[src/rtl/id_ex_stage.sv]
// ID/EX pipeline register for the five-stage MIPS pipeline: load-use stall
// detection, bubble insertion on stall/flush, and EX operand forwarding.
module id_ex_stage (
   input  logic        clk,
   input  logic        rst,
   input  logic        id_valid,
   input  logic [4:0]  id_rs,
   input  logic [4:0]  id_rt,
   input  logic [4:0]  id_rd,
   input  logic [31:0] id_read_data1,
   input  logic [31:0] id_read_data2,
   input  logic [31:0] id_imm,
   input  logic        id_reg_write,
   input  logic        id_mem_read,
   input  logic        id_mem_write,
   input  logic        id_mem_to_reg,
   input  logic        id_alu_src,
   input  logic        id_reg_dst,
   input  logic [3:0]  id_alu_op,
   input  logic        flush,
   input  logic        exmem_reg_write,
   input  logic [4:0]  exmem_rd,
   input  logic [31:0] exmem_alu_result,
   input  logic        memwb_reg_write,
   input  logic [4:0]  memwb_rd,
   input  logic [31:0] memwb_write_data,
   output logic        stall,
   output logic        ex_valid,
   output logic [4:0]  ex_rs,
   output logic [4:0]  ex_rt,
   output logic [4:0]  ex_dest,
   output logic [31:0] ex_imm,
   output logic        ex_reg_write,
   output logic        ex_mem_read,
   output logic        ex_mem_write,
   output logic        ex_mem_to_reg,
   output logic [3:0]  ex_alu_op,
   output logic [1:0]  fwd_sel_a,
   output logic [1:0]  fwd_sel_b,
   output logic [31:0] ex_operand_a,
   output logic [31:0] ex_store_data,
   output logic [31:0] ex_alu_b
);

   logic [31:0] exRdata1;
   logic [31:0] exRdata2;
   logic        exAluSrc;
   logic        loadUseHazard;
   logic        capture;
   logic        idLive;

   // A load in EX whose destination feeds decode cannot be forwarded in time.
   assign loadUseHazard = ex_valid & ex_mem_read & (ex_dest != 5'd0) &
                          ((ex_dest == id_rs) | (ex_dest == id_rt));
   assign stall   = id_valid & loadUseHazard & ~flush;
   assign capture = ~flush & ~stall;
   assign idLive  = capture & id_valid;

   // A bubble is simply capture = 0: every field collapses to zero.
   always_ff @(posedge clk or posedge rst) begin
      if (rst) begin
         ex_valid      <= 1'b0;
         ex_rs         <= 5'd0;
         ex_rt         <= 5'd0;
         ex_dest       <= 5'd0;
         ex_imm        <= 32'd0;
         exRdata1      <= 32'd0;
         exRdata2      <= 32'd0;
         ex_reg_write  <= 1'b0;
         ex_mem_read   <= 1'b0;
         ex_mem_write  <= 1'b0;
         ex_mem_to_reg <= 1'b0;
         exAluSrc      <= 1'b0;
         ex_alu_op     <= 4'd0;
      end else begin
         ex_valid      <= idLive;
         ex_rs         <= capture ? id_rs : 5'd0;
         ex_rt         <= capture ? id_rt : 5'd0;
         ex_dest       <= capture ? (id_reg_dst ? id_rd : id_rt) : 5'd0;
         ex_imm        <= capture ? id_imm : 32'd0;
         exRdata1      <= capture ? id_read_data1 : 32'd0;
         exRdata2      <= capture ? id_read_data2 : 32'd0;
         ex_reg_write  <= idLive & id_reg_write;
         ex_mem_read   <= idLive & id_mem_read;
         ex_mem_write  <= idLive & id_mem_write;
         ex_mem_to_reg <= idLive & id_mem_to_reg;
         exAluSrc      <= idLive & id_alu_src;
         ex_alu_op     <= idLive ? id_alu_op : 4'd0;
      end
   end

   // EX/MEM is the younger producer, so it takes priority over MEM/WB.
   always_comb begin
      fwd_sel_a    = 2'b00;
      ex_operand_a = exRdata1;
      if (exmem_reg_write && (exmem_rd != 5'd0) && (exmem_rd == ex_rs)) begin
         fwd_sel_a    = 2'b10;
         ex_operand_a = exmem_alu_result;
      end else if (memwb_reg_write && (memwb_rd != 5'd0) && (memwb_rd == ex_rs)) begin
         fwd_sel_a    = 2'b01;
         ex_operand_a = memwb_write_data;
      end
   end

   always_comb begin
      fwd_sel_b     = 2'b00;
      ex_store_data = exRdata2;
      if (exmem_reg_write && (exmem_rd != 5'd0) && (exmem_rd == ex_rt)) begin
         fwd_sel_b     = 2'b10;
         ex_store_data = exmem_alu_result;
      end else if (memwb_reg_write && (memwb_rd != 5'd0) && (memwb_rd == ex_rt)) begin
         fwd_sel_b     = 2'b01;
         ex_store_data = memwb_write_data;
      end
   end

   assign ex_alu_b = exAluSrc ? ex_imm : ex_store_data;

endmodule

[config.mk]
export PLATFORM = sky130hd
export DESIGN_NAME = id_ex_stage
export DESIGN_NICKNAME = d
export VERILOG_FILES = /design/src/rtl/id_ex_stage.sv
export SDC_FILE = /design/constraint.sdc
export NUM_CORES = 1
export LEC_CHECK = 0
export CORE_ASPECT_RATIO = 1.1
export CORE_MARGIN = 5
export CORE_UTILIZATION = 37
export DETAILED_ROUTE_END_ITERATION = 6
export PLACE_DENSITY = 0.78
export SLEW_MARGIN = 10
export SYNTH_ARGS = -nofsm -noshare
export SYNTH_HDL_FRONTEND = slang
export SYNTH_SLANG_ARGS = --single-unit
export TNS_END_PERCENT = 50
[constraint.sdc]
create_clock -name clk -period 3.8 [get_ports clk]
set_input_delay 0.38 -clock clk [delete_from_list [all_inputs] [get_ports clk]]
set_output_delay 0.38 -clock clk [all_outputs]
set_load 0.1 [all_outputs]
==> impl_metrics.json <==
{
  "run_status": "finished clean",
  "via_count": 6238,
  "gr-total-overflow": 0,
  "std_cell_rows": 52,
  "synth_seq_cells": 121,
  "powerDensity_mw_per_mm2": 406,
  "grt_pass1_vias": 6774,
  "clockRootBuffer": "clkbuf_16",
  "period_share": 0.888,
  "vias_per_cell": 5.00,
  "cts_setup_buffers": 0,
  "placed_area_mm2": 0.0119,
  "dieArea_mm2": 0.0217,
  "worstPathRequired_ps": 3420,
  "rsz0062_at_grt": "false",
  "fmax_ghz": 0.296,
  "drc_errors": 0,
  "critPathMostFrequentCell": "or4_1",
  "cap_violations": 0,
  "port_buffers": 357,
  "first_pass_iters": 4,
  "async_flop_share": 1.00,
  "path_class": "in2out",
  "cts_resized": 0,
  "gr-usage-all-layers": 0.236,
  "cp_num_buf_inv": 3,
  "layout_commonest_cell": "clkdlybuf4s50_1",
  "cts_tree": "built",
  "synth_edf_count": 0,
  "power_mw": 5.11,
  "holdCritPathClass": "in2async",
  "clock_path_buffers": 2,
  "nets": 1189,
  "synthDistinctLibCells": 36,
  "slowest_stage": "or4_1",
  "setup_viol": 0,
  "crit_path_end_kind": "primary output",
  "clk_pin_slew_worst_paths_ps": 50,
  "clock_latency_ps": 410,
  "cts_inserted_buffers": 17,
  "cts.sinks": 121,
  "synth_ff_type": "dfrtp_1",
  "drive_gt1_frac": 0.255,
  "final_cell_mix": "clkdlybuf4s50_1, dfrtp_1, and2_1",
  "syn_inst": 654,
  "peakVddDrop_mv": 0.269,
  "worst_slew_pin_slew_ps": 1040,
  "hpwlAfterDp_um": 19500,
  "synth_area_mm2": 0.00698,
  "start_kind": "input pin",
  "syn_to_final_growth_pct": 80.0,
  "grt_max_degree": 107,
  "crit_fanout": 39,
  "synth.avg_cell_area_um2": 10.7,
  "final.setup.tns_ps": 0,
  "p_leak_nw": 5.03,
  "grt_pass1_wl_um": 39300,
  "die_x_um": 141,
  "max_slew_margin": 0.306,
  "gp_congestion": 0.841,
  "routed_wirelength_um": 26000,
  "maxSlewViolCount": 0,
  "reg_top3": "exRdata1: 32 flops, exRdata2: 32 flops, ex_imm: 32 flops",
  "htree_levels": 4,
  "ios": 358,
  "design_area_mm2": 0.0126,
  "drt-initial-drc-count": 169,
  "core_area_mm2": 0.0185,
  "synth.net_count": 855,
  "start_util": 0.378,
  "arrival_ps": 3000,
  "fin_skew_ps": 9.17,
  "post_drt_wl_per_cell_um": 20.9,
  "max_stage_delay_ps": 600,
  "ant_nets": 0,
  "die_height_um": 154,
  "hold_viol": 0,
  "yosysWarnings": 0,
  "fin_crit_ps": 3380,
  "antenna_found_initial": 2,
  "yosysSeqAreaShare": 0.434,
  "path_cells": "clkdlybuf4s50_1, or4_1, o21ai_4, buf_4, or4_1, a31oi_4, mux2_2, buf_12",
  "cts_hold_buf": 0,
  "crit_family": "buffers and inverters"
}
power breakdown:
group          internal [mW]  switching [mW]  leakage, nW
registers               1.35          0.0445         1.56
logic                  0.714            1.23         3.15
clock network           1.18           0.586        0.310
logic make-up after synthesis:
logic type / share of synthesized area
buffers and inverters: 0.0645
DFF: 0.434
xor gates and xnor gates: 0.0376
AOI/OAI and AO/OA: 0.158
muxes: 0.105
and+or+nand+nor: 0.202
Yosys cell counts, types with 9 or more instances:
| master | count | area (um2) |
|---|---|---|
| dfrtp_1 | 121 | 3030 |
| mux2i_1 | 37 | 370 |
| a21oi_1 | 35 | 175 |
| clkbuf_1 | 37 | 139 |
| a31oi_4 | 20 | 425 |
| buf_2 | 10 | 50.1 |
| xnor2_1 | 26 | 228 |
| or4_1 | 34 | 255 |
| nor2_1 | 34 | 128 |
| o31ai_1 | 12 | 90.1 |
| mux2_2 | 32 | 360 |
| inv_1 | 34 | 128 |
| a31oi_2 | 9 | 113 |
| and2_1 | 116 | 726 |
| o31ai_2 | 20 | 250 |
| nor3_1 | 33 | 165 |
final timing paths:
path	endpoint	depth (start not counted)	from	slack (ps)
setup / recovery	ex_alu_b[16]	8	memwb_rd[1]	420
hold / removal	exRdata1[25]$_DFF_PP0_	2	rst	460
setup reg to reg	exRdata1[18]$_DFF_PP0_	6	ex_dest[4]$_DFF_PP0_	1850
hold reg to reg	ex_dest[1]$_DFF_PP0_	4	ex_valid$_DFF_PP0_	980
max in group asynchronous	exRdata1[6]$_DFF_PP0_	3	rst	2510
min in group clk	ex_imm[5]$_DFF_PP0_	2	id_imm[5]	520
area by class of cell:
class	instances	area, um2
diodes	3	7.51
well taps	243	304
inverters	35	134
repair buffers	373	4770
clock buffers	20	447
clock inverters	12	198
flip-flops and latches	121	3030
multi-input cells	440	3690
fillers	1389	5900
through the flow:
stage / instances / setup slack, ps / util / hold WS (ps)
after floorplan: 654 / -345 / - / 509
after global placement: 1212 / 434 / 0.645 / 934
after detailed placement: 1212 / 423 / 0.645 / 938
after CTS: 1244 / 410 / 0.680 / 489
after global routing: 1246 / 318 / 0.680 / 507
final: 1247 / 424 / 0.681 / 460
routing by layer:
layer / share of wire / GRT usage / up-vias / routed length [um]
met4: 0.033 / 0.103 / 0 / 852
met5: 0 / 0 / - / 0
met3: 0.082 / 0.0736 / 49 / 2130
met2: 0.53 / 0.426 / 262 / 13800
met1: 0.36 / 0.252 / 2992 / 9290
li1: - / - / 2935 / -
Note: power is estimated with default switching activity, not from simulation.
